`config.mk`:
```
export PLATFORM = sky130hd
export DESIGN_NAME = sseg_scan_ctrl
export DESIGN_NICKNAME = d
export VERILOG_FILES = /design/src/rtl/sseg_scan_ctrl_pkg.sv /design/src/rtl/sseg_hex_dec.sv /design/src/rtl/sseg_scan_ctrl.sv
export SDC_FILE = /design/constraint.sdc
export NUM_CORES = 1
export LEC_CHECK = 0
export BUFFER_PORTS_ARGS = -buffer_cell sky130_fd_sc_hd__buf_2
export CORE_MARGIN = 3
export CORE_UTILIZATION = 58
export CTS_BUF_LIST = sky130_fd_sc_hd__clkbuf_4 sky130_fd_sc_hd__clkbuf_8
export CTS_CLUSTER_DIAMETER = 120
export DETAILED_ROUTE_END_ITERATION = 10
export PLACE_DENSITY_LB_ADDON = 0.15
export RECOVER_POWER = 50
export REMOVE_ABC_BUFFERS = 1
export SLEW_MARGIN = 5
export SYNTH_ARGS = -nofsm -noshare
export SYNTH_HDL_FRONTEND = slang
export SYNTH_SLANG_ARGS = --single-unit
```
`constraint.sdc`:
```
create_clock -name clk -period 2.49 [get_ports clk]
set_clock_uncertainty 0.05 [all_clocks]
set_input_delay 0.1245 -clock clk [delete_from_list [all_inputs] [get_ports clk]]
set_output_delay 0.1245 -clock clk [all_outputs]
set_load 0.005 [all_outputs]
```
`src/rtl/sseg_scan_ctrl_pkg.sv`:
```
// Shared types and constants for the 4-digit 7-segment scan controller.
package sseg_scan_ctrl_pkg;

   typedef enum logic {
      ST_GAP   = 1'b0,
      ST_DRIVE = 1'b1
   } scan_state_t;

   localparam int         NDIG   = 4;
   localparam logic [3:0] AN_OFF = 4'b1111;

   // Active-low one-hot-cold anode pattern for the selected digit.
   function automatic logic [3:0] an_select(input logic [1:0] digit);
      logic [3:0] one;
      one = 4'b0001;
      return ~(one << digit);
   endfunction

endpackage

```
`src/rtl/sseg_hex_dec.sv`:
```
// Hex nibble to 7-segment decoder, segments gfedcba, active-high.
module sseg_hex_dec (
   input  logic [3:0] hex,
   output logic [6:0] seg
);

   always_comb begin
      seg = 7'b0000000;
      case (hex)
         4'h0: seg = 7'b0111111;
         4'h1: seg = 7'b0000110;
         4'h2: seg = 7'b1011011;
         4'h3: seg = 7'b1001111;
         4'h4: seg = 7'b1100110;
         4'h5: seg = 7'b1101101;
         4'h6: seg = 7'b1111101;
         4'h7: seg = 7'b0000111;
         4'h8: seg = 7'b1111111;
         4'h9: seg = 7'b1101111;
         4'hA: seg = 7'b1110111;
         4'hB: seg = 7'b1111100;
         4'hC: seg = 7'b0111001;
         4'hD: seg = 7'b1011110;
         4'hE: seg = 7'b1111001;
         4'hF: seg = 7'b1110001;
         default: seg = 7'b0000000;
      endcase
   end

endmodule

```
`src/rtl/sseg_scan_ctrl.sv`:
```
// Scan controller for a 4-digit common-anode display: per-digit dead time, then drive,
// with host updates held in a shadow copy until the frame boundary.
module sseg_scan_ctrl
   import sseg_scan_ctrl_pkg::*;
#(
   parameter int DIV = 50000,
   parameter int GAP = 500
) (
   input  logic        clk,
   input  logic        rst,
   input  logic        load,
   input  logic [15:0] value,
   input  logic [3:0]  dp_in,
   input  logic [3:0]  blank_mask,
   output logic        load_ready,
   output logic [3:0]  an,
   output logic [6:0]  sseg,
   output logic        dp,
   output logic        frame_tick
);

   localparam int             CW       = (DIV > 1) ? $clog2(DIV) : 1;
   localparam logic [CW-1:0]  CNT_LAST = CW'(DIV - 1);
   localparam logic [CW-1:0]  GAP_LAST = CW'(GAP - 1);

   scan_state_t   state;
   logic [CW-1:0] cnt;
   logic [1:0]    digit;
   logic [15:0]   val_reg;
   logic [3:0]    dp_reg;
   logic [3:0]    blank_reg;
   logic [15:0]   shadow_val;
   logic [3:0]    shadow_dp;
   logic [3:0]    shadow_blank;
   logic          pend;
   logic [3:0]    nibble;
   logic [6:0]    seg;

   assign nibble     = val_reg[{digit, 2'b00} +: 4];
   assign load_ready = ~pend;

   sseg_hex_dec u_dec (
      .hex (nibble),
      .seg (seg)
   );

   // Outputs are loaded with the values of the state being entered, so they
   // change on the same edge as the state register.
   always_ff @(posedge clk) begin
      if (rst) begin
         state        <= ST_GAP;
         cnt          <= '0;
         digit        <= 2'd0;
         val_reg      <= 16'h0000;
         dp_reg       <= 4'h0;
         blank_reg    <= 4'h0;
         shadow_val   <= 16'h0000;
         shadow_dp    <= 4'h0;
         shadow_blank <= 4'h0;
         pend         <= 1'b0;
         an           <= AN_OFF;
         sseg         <= 7'b0000000;
         dp           <= 1'b0;
         frame_tick   <= 1'b0;
      end else begin
         frame_tick <= 1'b0;

         if (load && !pend) begin
            shadow_val   <= value;
            shadow_dp    <= dp_in;
            shadow_blank <= blank_mask;
            pend         <= 1'b1;
         end

         case (state)
            ST_GAP: begin
               cnt <= cnt + 1'b1;
               if (cnt == GAP_LAST) begin
                  state <= ST_DRIVE;
                  if (blank_reg[digit]) begin
                     an   <= AN_OFF;
                     sseg <= 7'b0000000;
                     dp   <= 1'b0;
                  end else begin
                     an   <= an_select(digit);
                     sseg <= seg;
                     dp   <= dp_reg[digit];
                  end
               end
            end
            ST_DRIVE: begin
               if (cnt == CNT_LAST) begin
                  state <= ST_GAP;
                  cnt   <= '0;
                  digit <= digit + 2'd1;
                  an    <= AN_OFF;
                  sseg  <= 7'b0000000;
                  dp    <= 1'b0;
                  // Last digit of the frame: the only point where the display may change.
                  if (digit == 2'd3) begin
                     frame_tick <= 1'b1;
                     if (pend) begin
                        val_reg   <= shadow_val;
                        dp_reg    <= shadow_dp;
                        blank_reg <= shadow_blank;
                        pend      <= 1'b0;
                     end
                  end
               end else begin
                  cnt <= cnt + 1'b1;
               end
            end
            default: state <= ST_GAP;
         endcase
      end
   end

endmodule

```
# Word level (Yosys, flattened, before mapping)

Memories as Yosys holds them, arrays and structs flattened.
Index checks and enable logic that the tools add are counted.

Input port bits: 27
Output and inout port bits: 14
Memory bits (read-only): 112
Register bits after elaboration: 81
Word-level logic and storage cells: 62
Memories: 1

Memory list:

| name            | words | bits a word | read ports | clocked after Yosys merged registers in | write ports | RTL line          | source |
|---|---|---|---|---|---|---|---|
| (no name shown) | 16    | 7           | 1          | 0                                       | 0           | sseg_hex_dec.sv:9 | `case (hex)` |

Bitwise gates (word level): 4
Multiplexer cells: 27
Eq/ne operators: 5
Add/subtract/negate cells: 2
Magnitude comparators: 1
Reductions and logical operators: 6
Shift operators: 2

Operators by type and width:

| kind                                                  | number |
|---|---|
| case mux 16 bit (2 select lines)                      | 1 |
| two-way mux 7 bit                                     | 3 |
| adder 16 x 1 -> 16 bit (second input constant)        | 1 |
| equality test 16 bit (second input constant)          | 1 |
| equality test 16 x 9 -> 1 bit (second input constant) | 1 |
| two-way mux 16 bit                                    | 1 |
| indexed part select 16 x 5 -> 4 bit                   | 1 |
| case mux 7 bit (2 select lines)                       | 1 |
| two-way mux 1 bit                                     | 13 |
| two-way mux 4 bit                                     | 3 |
| case mux 4 bit (2 select lines)                       | 1 |
| binary-select mux 1 bit (select 2 bit)                | 2 |
| inverter 4 bit                                        | 1 |
| case mux 1 bit (2 select lines)                       | 2 |
| AND reduction 2 bit                                   | 2 |
| AND reduction 4 bit                                   | 1 |
| left shift 1 x 2 -> 4 bit (first input constant)      | 1 |
| < comparator 2 x 3 -> 1 bit (second input constant)   | 1 |
| inverter 1 bit                                        | 3 |
| OR reduction 3 bit                                    | 1 |
| adder 2 x 1 -> 2 bit (second input constant)          | 1 |
| equality test 2 bit (second input constant)           | 1 |
| != test 2 x 1 -> 1 bit (second input constant)        | 1 |
| != test 2 bit (second input constant)                 | 1 |
| 2 further kinds                                       | 2 |

# Logic depth before layout (Yosys ltp)

Gate-level depths: netlist (run 1).

Depth after elaboration: 7
Depth in mapped cells: 8

# Hierarchy

A second synthesis (run 1) with hierarchy kept.

Cells, all modules: 425
Area total of the unflattened synthesis: 3,637.2 µm²

By module, submodules not included:

| module         | seq. area each (µm²) | area an instance (µm²) | instances | cells each |
|---|---|---|---|---|
| sseg_scan_ctrl | 1,621.6              | 3,354.5                | 1         | 392 |
| sseg_hex_dec   | 0.0                  | 282.8                  | 1         | 33 |

# Worst setup path before layout (run 1)

No wires, ideal clock.

Path type: register to register
Start point: reg digit[0]
End point: reg sseg[1]
Stages on the path, launching flop included: 9
Arrival time: 1.952 ns
Setup slack: 0.413 ns
Setup time: 0.074 ns
Data required time: 2.366 ns
Cells stage by stage: dfxtp_1 > buf_2 > mux4_2 > inv_1 > ha_1 > nand2b_1 > o21ai_0 > a32o_1 > o21ai_0

Longest elaborated chain between the ends: 5
Elaborated cells between the ends (all ways): 7

RTL lines:

| element                                                                                              | RTL line                                   | source |
|---|---|---|
| start, declared                                                                                      | sseg_scan_ctrl.sv:28                       | `logic [1:0] digit;` |
| start signal, assigned                                                                               | sseg_scan_ctrl.sv:95                       | `digit <= digit + 2'd1;` |
| indexed part select 16 x 5 -> 4 bit / binary-select mux 1 bit (select 2 bit) (equally long branches) | sseg_scan_ctrl.sv:39, sseg_scan_ctrl.sv:80 |  |
| memory (16 x 7 bit) / two-way mux 1 bit (equally long branches)                                      | --                                         |  |
| two-way mux 7 bit (*)                                                                                | sseg_scan_ctrl.sv:80                       | `if (blank_reg[digit]) begin` |
| two-way mux 7 bit (*)                                                                                | sseg_scan_ctrl.sv:78                       | `if (cnt == GAP_LAST) begin` |
| case mux 7 bit (2 select lines) (*)                                                                  | sseg_scan_ctrl.sv:75                       | `case (state)` |
| end signal, assigned                                                                                 | sseg_scan_ctrl.sv:86                       | `sseg <= seg;` |
| end, declared                                                                                        | sseg_scan_ctrl.sv:17                       | `output logic [6:0] sseg,` |

Every way passes the cells marked *; elsewhere a longest branch is shown, timed or not. The select of a mux whose other input is x is not followed.
A chain may end at the register's enable or synchronous reset.

# Worst setup path after layout (run 1)

Start point: reg cnt[0]
End point: reg cnt[14]

Longest elaborated chain between the ends: 3
Elaborated cells between the ends (all ways): 4

RTL lines:

| element                                                               | RTL line                                                          | source |
|---|---|---|
| start, declared                                                       | sseg_scan_ctrl.sv:27                                              | `logic [CW-1:0] cnt;` |
| start signal, assigned                                                | sseg_scan_ctrl.sv:77                                              | `cnt <= cnt + 1'b1;` |
| start signal, assigned                                                | sseg_scan_ctrl.sv:110                                             | `cnt <= cnt + 1'b1;` |
| adder 16 x 1 -> 16 bit / equality test 16 bit (equally long branches) | sseg_scan_ctrl.sv:77, sseg_scan_ctrl.sv:110, sseg_scan_ctrl.sv:92 |  |
| two-way mux 16 bit                                                    | sseg_scan_ctrl.sv:92                                              | `if (cnt == CNT_LAST) begin` |
| case mux 16 bit (2 select lines) (*)                                  | sseg_scan_ctrl.sv:75                                              |  |

Every way passes the cells marked *; elsewhere a longest branch is shown, timed or not.

==> run_results.csv, run 1 <==
group,metric,value,unit
critical_path,worst_path_largest_cell_delay,0.52,ns
grt,antenna_found_initial,0,
clock_network,cts_made_buffers,9,
routing,firstDrtPassIters,5,
pwr,powerDensity,549.6,nW/µm²
sta,hold_viol_final,0,
die,initial_core_util,0.6231,
clock_network,cts_tree,"done",
finish,syn2layout_area_growth,18.96,%
min_path,hp-start,"rst",
finish,layout-drive-gt1-share,0.1641,
routing,vias_per_cell,5.403,
sta,rsz0062_at_grt,"false",
sta,min_period,2.195,ns
logic_synthesis,post_synth.cell_area_avg,9.192,µm²
sta,setup_tns,0,ns
critical_path,reg2regPathDepth,6,
pwr,ir_drop,0.5010,mV
pwr,leakagePower,1.843,nW
logic_synthesis,syn_inst,387,
sta,maxSlewViolCount,0,
logic_synthesis,synth_cell_types,39,
critical_path,setup.worst_path.end_class,"flip-flop",
sta,slew_headroom,0.4741,
die,fp.dieW,84.32,µm
die,io_pins,41,
critical_path,cp_slowest_cell,"nor4_1",
logic_synthesis,synth_ff_type,"dfxtp_1",
logic_synthesis,synth_top_area_frac,0.4559,
grt,grt_max_degree,48,
place,place.gp.congestion,0.9296,
min_path,whs_endpoint,"dp",
routing,vias,2858,
logic_synthesis,ys_warn_count,0,
logic_synthesis,synth.area.top_cells,"dfxtp_1 46%, mux2i_1 7.3%, nand2_1 6.5%, mux4_2 5.1%, nor2_1 5.1%",
critical_path,critPathTopFamily,"simple AND/OR/NAND/NOR gates",
critical_path,arrival,2.38,ns
critical_path,cp_max_fo,14,
critical_path,ff2ff_setup_slack,0.29,ns
critical_path,timing.rr.start,"cnt[0]",
grt,overflow,0,
die,core_area,5709,µm²
place,io_buffer_count,40,
grt,grt_pass1_wl,12.68,mm
routing,drt_wl_total,7.325,mm
min_path,hold_path.class,"in -> reg",
finish,post-route-cell-area,4232,µm²
logic_synthesis,synth_top_area_cell,"dfxtp_1",
logic_synthesis,synth_edf_count,0,
clock_network,insertion_delay,0.35,ns
routing,drtAntennaViolNets,0,
critical_path,timing.rr.end,"cnt[14]",
critical_path,path_class,"reg -> reg",
clock_network,htreeDepth,3,
sta,tightest_slew,0.7870,ns
clock_network,numClockSinks,81,
sta,fmax,455.6,MHz
routing,drc,0,
logic_synthesis,syn_area,3557,µm²
clock_network,path_clk_slew,0.09,ns
critical_path,start_kind,"flip-flop",
place,placed_cell_area,3811,µm²
die,rows,27,
finish,fin_cells,529,
clock_network,root_buffer,"clkbuf_8",
logic_synthesis,yosysSeqAreaShare,0.4559,
logic_synthesis,ys_async_sr_fraction,0,
finish,antenna_cells,0,
place,dp_cells,488,
routing,drtIter0Drc,104,
grt,grt_pass1_vias,2798,
sta,post-route-period-util,0.8815,
logic_synthesis,ys_ff_latch,81,
routing,wl_per_cell,13.85,µm
min_path,hold_depth,2,
place,post-dp-hpwl,4.921,mm
die,die_h,84.32,µm
sta,finalSetupViolCount,0,
clock_network,cts.path.max_buffers,2,
status,status,"completed",
critical_path,path_cells,"ha_1 -> nand4_1 -> nor4_1 -> nand2_1 -> nand2_2 -> nor2_1",
critical_path,cp.required,2.67,ns
finish,finalNetCount,490,
grt,grt_usage,0.2186,
critical_path,crit_buf_inv,0,
die,die-area,7109,µm²
flow_run,cap_violations,0,
logic make-up after synthesis:
| logic type | synth area share |
|---|---|
| mux | 0.1301 |
| xor+xnor | 0.04678 |
| buf+inv | 0.03447 |
| flops | 0.4559 |
| simple gates | 0.2237 |
| compound gates | 0.07035 |
| fa+ha+maj | 0.03869 |
per-stage QoR:
stage	hold WS, ns	setup WS, ns	power (mW)	util
floorplan	0.1436	0.3516	1.415	-
global route	0.03937	0.09430	2.420	0.7412
detailed placement	0.3195	0.1816	1.471	0.6675
CTS	0.02377	0.1432	2.341	0.7418
global placement	0.3145	0.3208	1.465	0.6675
finish	0.03628	0.2950	2.326	0.7412
cell type report:
cell class                 count  area, µm²
tap                           72      90.09
fill                         420       1478
clock inverter                 6      42.54
inverter                       9      33.78
multi-input combinational    279       1815
clock buffer                  10      131.4
sequential                    81       1622
timing repair buffer          72      496.7
synthesized netlist by cell type (3+ instances only):
cell,n
and2_1,5
nand3_1,16
nand2b_1,7
inv_1,9
o21ai_0,14
xnor2_1,8
nand4_1,4
nor3_1,3
and3_1,3
ha_1,11
xor2_1,11
nand2_1,62
a21oi_1,28
mux4_2,8
clkbuf_1,12
nor4_1,3
nor2_1,48
mux2i_1,26
and3b_1,4
dfxtp_1,81
worst max path at each step:
stage             start      endpoint  slack (ns)  cells after the start
4_1_cts          cnt[0]       cnt[14]        0.14                      6
6_report         cnt[0]       cnt[14]        0.29                      6
3_5_place_dp    cnt[13]       cnt[13]        0.18                      5
5_1_grt        digit[0]       sseg[1]        0.09                      7
2_1_floorplan   cnt[13]  blank_reg[0]        0.35                      5
3_3_place_gp    cnt[13]        cnt[3]        0.32                      5
worst register-to-register path, delay by kind of cell, from the launching register on:
family	cells	cell delay, ns
AND/OR/NAND/NOR	5	1.37
adder cells (fa/ha/maj)	1	0.25
flip-flops	1	0.40
routing by layer:
metal  up-vias  track usage  wire (µm)
met4         0      0.07749        115
met1      1343       0.2645       3317
li1       1444            -          -
met3        10      0.05397        280
met2        61       0.3773       3612
met5         -            0          0
report_power, final:
part	leakage [nW]	switching (mW)	internal, mW
Combinational	1.10	0.0687	0.0651
Clock	0.0865	0.476	0.376
Sequential	0.657	0.0183	1.32
Total	1.84	0.563	1.76
timing repair:
action                     in CTS  in global routing
gates resized for setup         0                  1
buffers inserted                0                  0
hold endpoints to repair       25                  0
setup endpoints to repair       0                 14
hold buffers                   25                  0
placed cells by master, fill, tap and decap left out, types with 2 or more instances in the layout:
| master | n |
|---|---|
| a21oi_1 | 28 |
| and2_1 | 5 |
| and3_1 | 3 |
| and3b_1 | 4 |
| buf_2 | 35 |
| buf_4 | 7 |
| clkbuf_1 | 5 |
| clkbuf_8 | 9 |
| clkinv_2 | 2 |
| clkinvlp_4 | 2 |
| dfxtp_1 | 81 |
| dlygate4sd3_1 | 25 |
| ha_1 | 11 |
| inv_1 | 9 |
| inv_6 | 2 |
| mux2_2 | 2 |
| mux2i_1 | 26 |
| mux4_2 | 8 |
| nand2_1 | 61 |
| nand2b_1 | 7 |
| nand3_1 | 16 |
| nand4_1 | 4 |
| nor2_1 | 48 |
| nor3_1 | 3 |
| nor4_1 | 3 |
| o21ai_0 | 14 |
| o22ai_1 | 2 |
| or2_2 | 2 |
| xnor2_1 | 8 |
| xor2_1 | 11 |
Power figures use the tool's default switching activity.
==> run 2, diff against run 1 <==
--- a/config.mk
+++ b/config.mk
@@ -5,7 +5,7 @@
 export SDC_FILE = /design/constraint.sdc
 export NUM_CORES = 1
 export LEC_CHECK = 0
-export BUFFER_PORTS_ARGS = -buffer_cell sky130_fd_sc_hd__buf_2
+export BUFFER_PORTS_ARGS = -buffer_cell sky130_fd_sc_hd__buf_4
 export CORE_MARGIN = 3
 export CORE_UTILIZATION = 58
 export CTS_BUF_LIST = sky130_fd_sc_hd__clkbuf_4 sky130_fd_sc_hd__clkbuf_8
@@ -14,7 +14,7 @@
 export PLACE_DENSITY_LB_ADDON = 0.15
 export RECOVER_POWER = 50
 export REMOVE_ABC_BUFFERS = 1
-export SLEW_MARGIN = 5
+export SLEW_MARGIN = 20
 export SYNTH_ARGS = -nofsm -noshare
 export SYNTH_HDL_FRONTEND = slang
 export SYNTH_SLANG_ARGS = --single-unit
==> run_results.csv, run 2 (synthesis results as in run 1) <==
group,metric,value,unit
status,status,"completed",
sta,tightest_slew,0.7946,ns
clock_network,cts_tree,"done",
sta,min_period,2.306,ns
finish,fin_util,0.7662,
finish,syn2layout_area_growth,22.97,%
die,fp.dieW,84.32,µm
routing,firstDrtPassIters,4,
sta,slew_headroom,0.4690,
sta,maxSlewViolCount,0,
finish,antenna_cells,0,
die,io_pins,41,
clock_network,path_clk_slew,0.09,ns
critical_path,worst_path_largest_cell_delay,0.57,ns
grt,grt_max_degree,57,
sta,hold_viol_final,0,
routing,vias_per_cell,5.352,
clock_network,root_buffer,"clkbuf_8",
routing,drc,0,
sta,setup_tns,0,ns
critical_path,cp.required,2.66,ns
grt,grt_pass1_wl,12.54,mm
critical_path,cp_slowest_cell,"or4_4",
place,io_buffer_count,40,
critical_path,cp_common_cell,"nand2_1",
flow_run,cap_violations,0,
critical_path,arrival,2.48,ns
place,dp_slack,0.2391,ns
grt,antenna_found_initial,0,
routing,vias,2826,
sta,layout_setup_ws,0.1844,ns
finish,layout-drive-gt1-share,0.1645,
routing,drtIter0Drc,83,
die,rows,27,
die,die_h,84.32,µm
routing,wl_per_cell,14.05,µm
critical_path,path_class,"reg -> reg",
place,place.gp.congestion,0.8288,
place,post-dp-hpwl,4.783,mm
finish,mostFrequentLayoutCell,"dfxtp_1",
finish,finalNetCount,489,
clock_network,htreeDepth,3,
routing,drt_wl_total,7.418,mm
finish,fillerInstances,396,
clock_network,post_cts_buffers,0,
grt,overflow,0,
finish,final_cell_mix,"81 x dfxtp_1, 62 x nand2_1, 48 x nor2_1",
die,die-area,7109,µm²
pwr,powerDensity,589.5,nW/µm²
die,core_area,5709,µm²
critical_path,setup.worst_path.end_class,"flip-flop",
clock_network,cts.path.max_buffers,2,
sta,post-route-period-util,0.9260,
min_path,hold_path.class,"in -> reg",
clock_network,numClockSinks,81,
pwr,power,2.579,mW
grt,grt_pass1_vias,2787,
critical_path,path_cells,"or4_4 -> nor4_1 -> nand2_1 -> nand2_1 -> nor2_1",
clock_network,cts_made_buffers,9,
sta,finalSetupViolCount,0,
critical_path,start_kind,"flip-flop",
clock_network,insertion_delay,0.35,ns
sta,rsz0062_at_grt,"false",
routing,drtAntennaViolNets,0,
grt,grt_usage,0.2144,
critical_path,cp_max_fo,14,
pwr,leakagePower,1.897,nW
die,initial_core_util,0.6231,
pwr,ir_drop,0.5465,mV
sta,fmax,433.7,MHz
[run 2: worst paths after layout]
| path | startpoint | end | slack (ns) | cells after the start |
|---|---|---|---|---|
| setup reg to reg | cnt[13] | cnt[7] | 0.18 | 5 |
| setup / recovery | cnt[13] | cnt[7] | 0.18 | 5 |
| hold reg to reg | shadow_val[5] | shadow_val[5] | 0.41 | 2 |
| hold / removal | rst | val_reg[1] | 0.18 | 2 |
[run 2: critical path: cells and delay by family, from the launching register on]
kind / cells / cell delay [ns]
DFF: 1 / 0.35
and+or+nand+nor: 5 / 1.79
[run 2: metrics by stage]
stage,hold slack (ns),instance area [µm²],instances
after floorplan,0.1436,3468,369
after global placement,0.3193,3904,487
after detailed placement,0.3261,3904,487
after CTS,0.1837,4385,528
after global routing,0.2012,4374,528
final,0.1847,4374,528
[run 2: metal layers]
| layer | share of wire | track usage |
|---|---|---|
| met1 | 0.47 | 0.2698 |
| met2 | 0.49 | 0.3709 |
| met3 | 0.028 | 0.03827 |
| met4 | 0.016 | 0.07164 |
| met5 | 0 | 0 |
[run 2: layout make-up]
class,instances,area (µm²),share of cell area
clock buffers,11,145.1,0.03318
clock inverters,5,86.33,0.01974
inverters,9,33.78,0.007723
multi-input cells,279,1813,0.4145
flip-flops and latches,81,1622,0.3707
well taps,72,90.09,0.02059
repair buffers,71,584.3,0.1336
[run 2: where the power goes]
part           internal (mW)  total [mW]  switching (mW)
clock                  0.613        1.10           0.484
combinational         0.0737       0.143          0.0689
sequential              1.32        1.34          0.0182
[run 2: repair_timing]
item,CTS,global route
gates resized for setup,0,0
hold endpoints to repair,25,0
hold buffers,25,0
